--- config.mk ---
export PLATFORM = sky130hd
export DESIGN_NAME = mem_bus_arbiter
export DESIGN_NICKNAME = d
export VERILOG_FILES = /design/src/rtl/mem_bus_arbiter.sv
export SDC_FILE = /design/constraint.sdc
export NUM_CORES = 1
export LEC_CHECK = 0
export BUFFER_PORTS_ARGS = -buffer_cell sky130_fd_sc_hd__buf_2
export CORE_AREA = 2 2 131 133
export CTS_BUF_LIST = sky130_fd_sc_hd__clkbuf_4 sky130_fd_sc_hd__clkbuf_8 sky130_fd_sc_hd__clkbuf_16
export CTS_CLUSTER_SIZE = 10
export DETAILED_ROUTE_END_ITERATION = 8
export DIE_AREA = 0 0 133 135
export SYNTH_ARGS = -nofsm -noshare
export SYNTH_HDL_FRONTEND = slang
export SYNTH_SLANG_ARGS = --single-unit
--- constraint.sdc ---
create_clock -name clk -period 2.76 [get_ports clk]
set_clock_uncertainty 0.15 [all_clocks]
set_input_delay 0.138 -clock clk [delete_from_list [all_inputs] [get_ports clk]]
set_output_delay 0.138 -clock clk [all_outputs]
set_load 0.005 [all_outputs]
--- src/rtl/mem_bus_arbiter.sv ---
// ---------------------------------------------------------------------------
// mem_bus_arbiter
//
// Shares a single memory bus port between the fetch stage (I side) and the
// memory stage (D side). D has fixed priority over I, but after MAX_WAIT
// consecutive contested D grants, I is granted next so it cannot starve.
// A grant is held for a whole burst, and bus response beats are routed
// only to the requester that owns the current burst.
//
// Ports:
//   clk, resetn          clock, synchronous active-low reset
//   ireq_*               I-side request (valid, addr, size, len, is_write,
//                        strobe, data)
//   dreq_*               D-side request, same fields as I side
//   iresp_*, dresp_*     per-side response (ready, last, data)
//   creq_*               request presented to the bus (zero while idle)
//   cresp_*              bus response (ready, last, data)
//   busy                 a burst is in progress
//   proto_err            sticky flag: bus last-beat disagreed with burst len
// ---------------------------------------------------------------------------
module mem_bus_arbiter #(
  parameter int MAX_WAIT = 4,
  parameter int LEN_W    = 4
) (
  input  logic             clk,
  input  logic             resetn,
  input  logic             ireq_valid,
  input  logic [31:0]      ireq_addr,
  input  logic [2:0]       ireq_size,
  input  logic [LEN_W-1:0] ireq_len,
  input  logic             ireq_is_write,
  input  logic [3:0]       ireq_strobe,
  input  logic [31:0]      ireq_data,
  input  logic             dreq_valid,
  input  logic [31:0]      dreq_addr,
  input  logic [2:0]       dreq_size,
  input  logic [LEN_W-1:0] dreq_len,
  input  logic             dreq_is_write,
  input  logic [3:0]       dreq_strobe,
  input  logic [31:0]      dreq_data,
  output logic             iresp_ready,
  output logic             iresp_last,
  output logic [31:0]      iresp_data,
  output logic             dresp_ready,
  output logic             dresp_last,
  output logic [31:0]      dresp_data,
  output logic             creq_valid,
  output logic [31:0]      creq_addr,
  output logic [2:0]       creq_size,
  output logic [LEN_W-1:0] creq_len,
  output logic             creq_is_write,
  output logic [3:0]       creq_strobe,
  output logic [31:0]      creq_data,
  input  logic             cresp_ready,
  input  logic             cresp_last,
  input  logic [31:0]      cresp_data,
  output logic             busy,
  output logic             proto_err
);

  localparam int WAIT_W = $clog2(MAX_WAIT + 1);
  localparam logic [WAIT_W-1:0] MAX_WAIT_C = WAIT_W'(MAX_WAIT);

  typedef enum logic {IDLE, BUSY} state_e;

  state_e            state_q, state_d;
  logic              sel_q, sel_d;          // 0 = I side, 1 = D side
  logic [LEN_W-1:0]  cnt_q, cnt_d;          // beats seen in current burst
  logic [WAIT_W-1:0] wait_cnt_q, wait_cnt_d;
  logic              proto_err_q, proto_err_d;

  logic [LEN_W-1:0]  sel_len;
  logic              in_busy;

  assign in_busy = (state_q == BUSY);
  // The owner holds its request stable for the whole burst, so the live
  // len input is the burst length.
  assign sel_len = sel_q ? dreq_len : ireq_len;

  always_ff @(posedge clk) begin
    if (!resetn) begin
      state_q     <= IDLE;
      sel_q       <= 1'b0;
      cnt_q       <= '0;
      wait_cnt_q  <= '0;
      proto_err_q <= 1'b0;
    end else begin
      state_q     <= state_d;
      sel_q       <= sel_d;
      cnt_q       <= cnt_d;
      wait_cnt_q  <= wait_cnt_d;
      proto_err_q <= proto_err_d;
    end
  end

  always_comb begin
    state_d     = state_q;
    sel_d       = sel_q;
    cnt_d       = cnt_q;
    wait_cnt_d  = wait_cnt_q;
    proto_err_d = proto_err_q;
    case (state_q)
      IDLE: begin
        if (dreq_valid && ireq_valid) begin
          // Contested: D wins until I has been passed over MAX_WAIT times.
          if (wait_cnt_q < MAX_WAIT_C) begin
            sel_d      = 1'b1;
            wait_cnt_d = wait_cnt_q + WAIT_W'(1);
          end else begin
            sel_d      = 1'b0;
            wait_cnt_d = '0;
          end
          state_d = BUSY;
          cnt_d   = '0;
        end else if (dreq_valid) begin
          // Uncontested D grant does not count against I.
          sel_d   = 1'b1;
          state_d = BUSY;
          cnt_d   = '0;
        end else if (ireq_valid) begin
          sel_d      = 1'b0;
          wait_cnt_d = '0;
          state_d    = BUSY;
          cnt_d      = '0;
        end
      end
      BUSY: begin
        if (cresp_ready) begin
          cnt_d = cnt_q + LEN_W'(1);
          if (cresp_last) begin
            if (cnt_q != sel_len) proto_err_d = 1'b1;
            state_d = IDLE;
          end else if (cnt_q == sel_len) begin
            // Beat count reached len but the bus did not end the burst;
            // keep going until the bus says last.
            proto_err_d = 1'b1;
          end
        end
      end
      default: state_d = IDLE;
    endcase
  end

  always_comb begin
    creq_valid    = 1'b0;
    creq_addr     = '0;
    creq_size     = '0;
    creq_len      = '0;
    creq_is_write = 1'b0;
    creq_strobe   = '0;
    creq_data     = '0;
    if (in_busy) begin
      creq_valid    = 1'b1;
      creq_addr     = sel_q ? dreq_addr     : ireq_addr;
      creq_size     = sel_q ? dreq_size     : ireq_size;
      creq_len      = sel_q ? dreq_len      : ireq_len;
      creq_is_write = sel_q ? dreq_is_write : ireq_is_write;
      creq_strobe   = sel_q ? dreq_strobe   : ireq_strobe;
      creq_data     = sel_q ? dreq_data     : ireq_data;
    end
  end

  assign iresp_ready = in_busy && !sel_q && cresp_ready;
  assign iresp_last  = in_busy && !sel_q && cresp_ready && cresp_last;
  assign dresp_ready = in_busy &&  sel_q && cresp_ready;
  assign dresp_last  = in_busy &&  sel_q && cresp_ready && cresp_last;
  assign iresp_data  = cresp_data;
  assign dresp_data  = cresp_data;
  assign busy        = in_busy;
  assign proto_err   = proto_err_q;

endmodule

==> results.yml, run 1 <==
clock_tree:
  clkTransAtPathRegs_ps: 40
  holdBufCountCts: 0
  clock_path_buffers: 2
  cts_buffers: 3
  cts_resized: 0
  cts_tree: "yes"
  root_buffer: "clkbuf_16"
  cts.sinks: 10
  h-tree-depth: 1
  cts_setup_buffers: 0
  clock_latency_ps: 240
power_and_ir_drop:
  power_density_nw_per_um2: 288
  switchingPower_uw: 300
  pwr-share-seq: 0.185
  switching_share: 0.328
  p_clk_frac: 0.316
  combPwrFrac: 0.500
  p_int_uw: 614
  ir_worst_vdd_uv: 121
  power.leakage_nw: 1.69
route:
  drt-total-wl_microns: 8040
  wl_per_cell_microns: 11.8
  ant_nets: 0
  first_pass_iters: 4
  num_vias: 2504
  drc: 0
  drt_iter0_markers: 73
  via_per_inst: 3.69
flow_run:
  maxCapViolCount: 0
placed_design:
  dpl.hpwl_microns: 7030
  gp_congestion: 0.744
  io_buffers: 240
yosys:
  synthSimpleGateAreaFrac: 0.206
  synth_area_sq_um: 2120
  synth_area_per_cell_sq_um: 7.27
  muxShareOfSynthArea: 0.365
  synth_xor_area_frac: 0.0206
  synth_compound_area_frac: 0.0295
  synth_seq_cells: 10
  synth_top_family_by_area: "multiplexers"
  synth-seq-area-share: 0.0943
  synth_warnings: 0
  postSynthCellCount: 292
  synth_fa_ha_area_frac: 0.0118
  syn_nets: 484
  ys_types: 28
floorplanning:
  dieArea_sq_um: 18000
  initial_core_util: 0.129
  fp.dieW_microns: 133
  die-height_microns: 135
  coreArea_sq_um: 16400
  ios: 337
  core.rowCount: 47
critical_path:
  crit_family: "flip-flops"
  path_cells: "buf_4, mux2i_1, nor2_1, buf_2"
  cp_max_fo: 20
  r2r_cells: 5
  cp_data_arrival_time_ps: 1660
  critical-path-max-stage-delay_ps: 580
  cp_num_buf_inv: 2
  cp.depth: 4
  critical_path_class: "flip-flop to output port"
  cp-start-kind: "flip-flop"
  crit_required_ps: 2470
  critPathCaptureType: "output port"
  crit_slowest_cell: "dfxtp_4"
grt:
  grt_pass1_wl_microns: 11300
  grt_pass1_vias: 2236
  antenna_found_initial: 2
  grtUsageTotal: 0.0810
  overflow: 0
  grt_max_degree: 44
hold_path:
  hold_path_class: "input port to flip-flop"
  whs_path_depth: 3
sta:
  timing.final.crit_share: 0.707
  worst_pin_slew_ps: 528
  finalSetupViolations: 0
  timing.final.crit_period_ps: 1950
  slew_headroom: 0.645
  clock.fmax_ghz: 0.512
  timing.setup.tns_ps: 0
  maxSlewViolCount: 0
  rsz0062_at_grt: "false"
  hold_viol_final: 0
layout:
  finish.utilization: 0.193
  fin_nets: 651
  drive_gt1_frac: 0.552
  areaGrowthSynthToFinish_pct: 49.4
run_status:
  status: "complete, no violations"
## layout make-up
cell class,instances,area [sq um]
multi-input cells,197,1340
well taps,220,275
clock buffers,4,88.8
flip-flops and latches,10,204
inverters,2,7.51
fillers,1822,13200
repair buffers,245,1250
diodes,1,2.50
## state kept, by name (all words and copies together) (netlist names)
name        flops
proto_err       1
busy            1
wait_cnt_q      3
cnt_q           4
sel_q           1
## worst paths after layout
kind	start	endpoint	slack [ps]
hold reg to reg	proto_err$_SDFFE_PN0P_	proto_err$_SDFFE_PN0P_	350
setup / recovery	sel_q$_SDFFE_PN0P_	creq_addr[13]	810
setup reg to reg	sel_q$_SDFFE_PN0P_	proto_err$_SDFFE_PN0P_	930
hold / removal	cresp_last	proto_err$_SDFFE_PN0P_	60
## power groups by stage
stage | registers [mW] | clock network [mW] | logic (mW)
floorplan | 0.158 | 0 | 0.317
finish | 0.169 | 0.288 | 0.457
global route | 0.171 | 0.299 | 0.507
detailed placement | 0.172 | 0 | 0.465
CTS | 0.169 | 0.295 | 0.467
global placement | 0.171 | 0 | 0.461
## routing by layer
layer  wire [microns]  vias to the layer above  GRT usage
met2             4240                      193      0.167
met1             2620                     1050     0.0738
met4              190                        2     0.0329
li1                 -                     1236          -
met3              975                       23     0.0214
met5               12                        -          0
## layout by cell type (no fill, tap or decap)
master and count:
nor3b_1 1, a21boi_0 2, buf_12 1, and3_1 1, mux2i_1 76, nor3_1 2, nand2_1 9, clkbuf_8 1
and2_1 3, a32oi_1 1, inv_1 1, o311ai_1 1, xnor2_1 5, nor2_1 78, nand3_1 3, nor2b_1 4
nand4_1 1, ha_1 2, nor4_2 1, a22oi_1 2, dfxtp_4 1, mux2i_2 1, buf_4 4, inv_2 1
o21ai_0 3, clkbuf_16 3, nand4b_1 1, buf_2 240, dfxtp_1 9, diode_2 1
## per-stage QoR
stage / cell area [sq um] / power (mW) / cells / worst slack [ps] / hold slack (ps)
2_1_floorplan: 2120 / 0.475 / 292 / 1280 / 150
3_3_place_gp: 3080 / 0.632 / 674 / 988 / 126
3_5_place_dp: 3080 / 0.637 / 674 / 901 / 126
4_1_cts: 3170 / 0.931 / 678 / 782 / 61.9
5_1_grt: 3170 / 0.977 / 678 / 710 / 93.8
6_report: 3170 / 0.914 / 679 / 808 / 61.0
## worst register-to-register path: stages, from the launching register on
cell and delay (ps):
dfxtp_4 580, mux2i_2 310, xnor2_1 110, nor4_2 360, nand4b_1 140, o311ai_1 100
## cell usage after synthesis
cell type | n | area share
inv_1 | 1 | 0.0018
buf_1 | 1 | 0.0018
nor2b_1 | 4 | 0.012
o311ai_1 | 1 | 0.0041
o21ai_0 | 3 | 0.0071
nor3_1 | 2 | 0.0047
and2_1 | 3 | 0.0088
buf_4 | 65 | 0.23
buf_6 | 1 | 0.0053
mux2i_1 | 76 | 0.36
ha_1 | 2 | 0.012
nor3b_1 | 1 | 0.0035
mux2i_2 | 1 | 0.0065
clkbuf_1 | 8 | 0.014
nor2_1 | 78 | 0.14
xnor2_1 | 5 | 0.021
a22oi_1 | 2 | 0.0071
nand2_1 | 9 | 0.016
nand4b_1 | 1 | 0.0041
a21boi_0 | 2 | 0.0071
dfxtp_1 | 10 | 0.094
nand4_1 | 1 | 0.0029
a32oi_1 | 1 | 0.0041
nor4_2 | 1 | 0.0059
buf_2 | 8 | 0.019
inv_2 | 1 | 0.0018
nand3_1 | 3 | 0.0071
and3_1 | 1 | 0.0029
## logic make-up after synthesis
kind of cell	Yosys count
compound gates	9
xor+xnor	5
fa+ha+maj	2
buf+inv	85
flops	10
mux	77
simple gates	104
No activity file was read; power rests on OpenSTA's default activity.
==> run 2, diff against run 1 <==
--- a/config.mk
+++ b/config.mk
@@ -6,11 +6,11 @@
 export NUM_CORES = 1
 export LEC_CHECK = 0
 export BUFFER_PORTS_ARGS = -buffer_cell sky130_fd_sc_hd__buf_2
-export CORE_AREA = 2 2 131 133
+export CORE_AREA = 2 2 129 131
 export CTS_BUF_LIST = sky130_fd_sc_hd__clkbuf_4 sky130_fd_sc_hd__clkbuf_8 sky130_fd_sc_hd__clkbuf_16
 export CTS_CLUSTER_SIZE = 10
 export DETAILED_ROUTE_END_ITERATION = 8
-export DIE_AREA = 0 0 133 135
+export DIE_AREA = 0 0 131 133
 export SYNTH_ARGS = -nofsm -noshare
 export SYNTH_HDL_FRONTEND = slang
 export SYNTH_SLANG_ARGS = --single-unit
==> constraint.sdc (replaced) <==
create_clock -name clk -period 1.84 [get_ports clk]
set_clock_uncertainty 0.15 [all_clocks]
set_input_delay 0.092 -clock clk [delete_from_list [all_inputs] [get_ports clk]]
set_output_delay 0.092 -clock clk [all_outputs]
set_load 0.005 [all_outputs]
==> run 2 against run 1 <==
Effect of this change:
- sequential share of layout area about the same
- setup slack worse by 760 ps
- die area down 3.0%
- largest power group unchanged
==> results.yml, run 2 (synthesized netlist as in run 1, its figures left out) <==
run_status:
  status: "complete, no violations"
route:
  drt_iter0_markers: 79
  wl_per_cell_microns: 13.1
  drt-total-wl_microns: 8870
  via_per_inst: 3.69
  ant_nets: 0
  first_pass_iters: 4
  drc: 0
  num_vias: 2501
floorplanning:
  ios: 337
  fp.dieW_microns: 131
  die-height_microns: 133
  coreArea_sq_um: 16200
  dieArea_sq_um: 17400
  core.rowCount: 47
  initial_core_util: 0.131
grt:
  grtUsageMet2: 0.184
  grt.busiest_layer: "met2"
  grt_pass1_wl_microns: 11700
  grtUsageTotal: 0.0912
  grt_max_degree: 53
  grt_pass1_vias: 2157
  grtUsageMet3: 0.0275
  antenna_found_initial: 4
  overflow: 0
  grt_use_met1: 0.0817
power_and_ir_drop:
  switching_share: 0.324
  power_density_nw_per_um2: 430
  pwr-share-seq: 0.177
  combPwrFrac: 0.510
  p_clk_frac: 0.313
  switchingPower_uw: 445
  ir_worst_vdd_uv: 299
  p_int_uw: 927
  power.leakage_nw: 1.70
clock_tree:
  cts_tree: "yes"
  cts.sinks: 10
  h-tree-depth: 1
  clock_latency_ps: 240
  cts_buffers: 3
  clock_path_buffers: 2
  holdBufCountCts: 0
  root_buffer: "clkbuf_16"
  clkTransAtPathRegs_ps: 40
layout:
  num-fill-cells: 1817
  finish.utilization: 0.197
  final_common_cell: "buf_2"
  fin_nets: 650
  reg.largest.list: "cnt_q x4, wait_cnt_q x3"
  top_register: "cnt_q"
  final_cell_count_no_fill: 678
  areaGrowthSynthToFinish_pct: 50.4
  drive_gt1_frac: 0.554
  layout_common_cells: "buf_2, nor2_1, mux2i_1"
  largest_reg_flops: 4
flow_run:
  maxCapViolCount: 0
hold_path:
  hold-path-endpoint: "proto_err$_SDFFE_PN0P_"
  hold_path_class: "input port to flip-flop"
  whs_path_depth: 3
  min_from: "cresp_last"
critical_path:
  r2r_cells: 5
  critPathCaptureType: "output port"
  critical_path_class: "flip-flop to output port"
  cp_max_fo: 52
  path_cells: "buf_16, mux2i_1, nor2_1, buf_2"
  critical-path-max-stage-delay_ps: 450
  cp_num_buf_inv: 2
  cp_data_arrival_time_ps: 1550
  crit_slowest_cell: "dfxtp_4"
  cp-start-kind: "flip-flop"
  crit_family: "flip-flops"
  timing.rr.end: "proto_err$_SDFFE_PN0P_"
  r2r_slack_ps: 150
  r2r-start: "sel_q$_SDFFE_PN0P_"
  crit_required_ps: 1600
sta:
  timing.final.crit_period_ps: 1790
  clock.fmax_ghz: 0.557
  maxSlewViolCount: 0
  slew_headroom: 0.628
  worst_pin_slew_ps: 552
  hold_viol_final: 0
  timing.final.crit_share: 0.975
  rsz0062_at_grt: "true"
  finalSetupViolations: 0
placed_design:
  gp_congestion: 0.762
  dpl.hpwl_microns: 7810
  io_buffers: 240
  dp_cells: 673
-- run 2: cell type report --
class / count / area (sq um) / share of cell area
Sequential cell: 10 / 204 / 0.0639
Multi-Input combinational cell: 197 / 1350 / 0.422
Inverter: 2 / 7.51 / 0.00235
Clock buffer: 4 / 88.8 / 0.0278
Timing Repair Buffer: 244 / 1270 / 0.397
Tap cell: 220 / 275 / 0.0862
Antenna cell: 1 / 2.50 / 0.000784
-- run 2: worst max-delay path by stage --
| stage | start | end | cells past startpoint |
|---|---|---|---|
| after floorplan | sel_q$_SDFFE_PN0P_ | proto_err$_SDFFE_PN0P_ | 6 |
| after global placement | sel_q$_SDFFE_PN0P_ | proto_err$_SDFFE_PN0P_ | 5 |
| after detailed placement | sel_q$_SDFFE_PN0P_ | proto_err$_SDFFE_PN0P_ | 5 |
| after CTS | sel_q$_SDFFE_PN0P_ | dresp_last | 4 |
| after global routing | sel_q$_SDFFE_PN0P_ | creq_addr[11] | 4 |
| final | sel_q$_SDFFE_PN0P_ | creq_data[24] | 4 |
-- run 2: worst min-delay path, stage by stage --
cell and delay (ps):
buf_2 130, nand2_1 60, o311ai_1 70
-- run 2: per-stage QoR --
| stage | setup TNS [ps] | area [sq um] | total power [mW] | hold WS, ps | setup WS, ps |
|---|---|---|---|---|---|
| after detailed placement | 0 | 3090 | 0.950 | 34.1 | 151 |
| after CTS | 0 | 3180 | 1.40 | 14.4 | 1.36 |
| after floorplan | 0 | 2120 | 0.713 | 104 | 356 |
| final | 0 | 3190 | 1.37 | 19.0 | 46.1 |
| after global placement | 0 | 3090 | 0.945 | 34.1 | 220 |
| after global routing | -92.3 | 3190 | 1.48 | 34.0 | -31.6 |
-- run 2: what timing repair did --
item	CTS	global route
setup buffers	0	0
gates cloned	0	0
gates resized for setup	1	2
endpoints found under the setup margin	2	18
-- run 2: metal layers --
metal	part of all wire	wire length (microns)
met5	0	0
met4	0.020	181
met3	0.13	1190
met2	0.51	4480
met1	0.34	3010
-- run 2: power groups by stage --
stage	Clock, mW	Combinational [mW]	Sequential, mW
floorplan	0	0.476	0.237
global placement	0	0.699	0.245
detailed placement	0	0.703	0.247
CTS	0.442	0.710	0.243
global route	0.452	0.785	0.246
finish	0.430	0.699	0.243
==> run 3, diff against run 2 <==
--- a/config.mk
+++ b/config.mk
@@ -6,11 +6,14 @@
 export NUM_CORES = 1
 export LEC_CHECK = 0
 export BUFFER_PORTS_ARGS = -buffer_cell sky130_fd_sc_hd__buf_2
+export CELL_PAD_IN_SITES_DETAIL_PLACEMENT = 1
+export CELL_PAD_IN_SITES_GLOBAL_PLACEMENT = 1
 export CORE_AREA = 2 2 129 131
 export CTS_BUF_LIST = sky130_fd_sc_hd__clkbuf_4 sky130_fd_sc_hd__clkbuf_8 sky130_fd_sc_hd__clkbuf_16
 export CTS_CLUSTER_SIZE = 10
 export DETAILED_ROUTE_END_ITERATION = 8
 export DIE_AREA = 0 0 131 133
+export PLACE_DENSITY_LB_ADDON = 0.1
 export SYNTH_ARGS = -nofsm -noshare
 export SYNTH_HDL_FRONTEND = slang
 export SYNTH_SLANG_ARGS = --single-unit
==> run 3 against run 2 <==
Effect of this change:
- via count is 1.4% higher
- critical endpoint is now creq_addr[18]
- wire length is 1.4% higher
- clock power is 2% higher
- critical path type unchanged
- count of clock-buffer cells in the layout stayed put
- non-clock buffer count is 3 higher
- fmax is 5.8% higher
- largest power group unchanged
- cell count is 0.29% higher
- die area stayed put
- sequential share of layout area hardly changed
==> results.yml, run 3 (synthesized netlist as in run 1, its figures left out) <==
run_status:
  status: "complete, no violations"
floorplanning:
  die-height_microns: 133
  core.rowCount: 47
  coreArea_sq_um: 16200
  ios: 337
  fp.dieW_microns: 131
  dieArea_sq_um: 17400
  initial_core_util: 0.131
sta:
  timing.final.crit_share: 0.921
  holdWs_ps: 10.8
  slew_headroom: 0.586
  maxSlewViolCount: 0
  timing.setup.tns_ps: 0
  worst_pin_slew_ps: 615
  hold_viol_final: 0
  timing.final.crit_period_ps: 1700
  finalSetupViolations: 0
  fin_ws_ps: 145
  clock.fmax_ghz: 0.590
  rsz0062_at_grt: "false"
grt:
  grt_pass1_wl_microns: 13100
  antenna_found_initial: 2
  grtUsageTotal: 0.0950
  grt_max_degree: 40
  overflow: 0
  grt_pass1_vias: 2626
critical_path:
  cp_max_fo: 21
  cp_data_arrival_time_ps: 1450
  critical_path_class: "flip-flop to output port"
  critPathCaptureType: "output port"
  crit_required_ps: 1600
  timing.rr.end: "proto_err$_SDFFE_PN0P_"
  cp-start-kind: "flip-flop"
  r2r_slack_ps: 210
  r2r_cells: 5
  r2r-start: "sel_q$_SDFFE_PN0P_"
route:
  via_per_inst: 3.73
  first_pass_iters: 4
  drc: 0
  wl_per_cell_microns: 13.2
  drt_iter0_markers: 49
  drt-total-wl_microns: 8990
  ant_nets: 0
  num_vias: 2537
hold_path:
  whs_path_depth: 3
  hold_path_class: "input port to flip-flop"
  hold-path-endpoint: "proto_err$_SDFFE_PN0P_"
  min_from: "cresp_last"
power_and_ir_drop:
  ir_worst_vdd_uv: 201
  power.leakage_nw: 1.70
  total_power_mw: 1.39
  power_density_nw_per_um2: 436
placed_design:
  io_buffers: 240
  pre_cts_ws_ps: 222
  dpl.hpwl_microns: 7740
  gp_congestion: 0.765
clock_tree:
  clkTransAtPathRegs_ps: 40
  h-tree-depth: 1
  cts_tree: "yes"
  clock_latency_ps: 240
  cts_setup_buffers: 0
  holdBufCountCts: 0
  cts_buffers: 3
  clock_path_buffers: 2
  cts_resized: 0
  cts.sinks: 10
  root_buffer: "clkbuf_16"
layout:
  reg.largest.list: "cnt_q x4, wait_cnt_q x3"
  num-fill-cells: 2026
  diodes: 0
  largest_reg_flops: 4
  top_register: "cnt_q"
  final_common_cell: "buf_2"
  layout_common_cells: "buf_2, nor2_1, mux2i_1"
  areaGrowthSynthToFinish_pct: 50.0
  fin_nets: 653
  drive_gt1_frac: 0.554
flow_run:
  maxCapViolCount: 0
==> run 3: per-stage QoR <==
step	cells	area [sq um]	util
finish	680	3180	0.197
global route	680	3180	0.197
floorplan	292	2120	-
CTS	680	3180	0.197
detailed placement	676	3100	0.191
global placement	676	3100	0.191
==> run 3: power breakdown <==
part | leakage (nW) | switching (mW) | internal (mW) | total (mW)
Combinational | 1.58 | 0.337 | 0.372 | 0.709
Clock | 0.0442 | 0.112 | 0.328 | 0.439
Sequential | 0.0821 | 0.0146 | 0.226 | 0.241
Total | 1.70 | 0.463 | 0.926 | 1.39
==> run 3: final cells by class <==
| class | count | area, sq um | share of cell area |
|---|---|---|---|
| tap | 220 | 275 | 0.0864 |
| sequential | 10 | 204 | 0.0640 |
| inverter | 2 | 7.51 | 0.00236 |
| timing repair buffer | 247 | 1270 | 0.398 |
| multi-input combinational | 197 | 1340 | 0.422 |
| clock buffer | 4 | 88.8 | 0.0279 |
==> run 3: routing by layer <==
metal,routed length [microns],global-route usage
met3,917,0.0230
met4,255,0.0402
met2,4890,0.193
met5,27,0
met1,2900,0.0861
==> run 3: critical path: stages (launching register included) <==
cell and delay, ps:
dfxtp_4 420, buf_4 340, mux2i_1 240, nor2_1 60
buf_2 140
==> run 3: how the worst max path moves through the flow <==
stage                                   from                endpoint  slack, ps  cells after the start
after floorplan           sel_q$_SDFFE_PN0P_  proto_err$_SDFFE_PN0P_        360                      6
after CTS                 sel_q$_SDFFE_PN0P_           creq_addr[18]        110                      4
after detailed placement  sel_q$_SDFFE_PN0P_  proto_err$_SDFFE_PN0P_        220                      5
after global placement    sel_q$_SDFFE_PN0P_  proto_err$_SDFFE_PN0P_        250                      5
final                     sel_q$_SDFFE_PN0P_           creq_addr[18]        140                      4
after global routing      sel_q$_SDFFE_PN0P_              dresp_last         40                      4
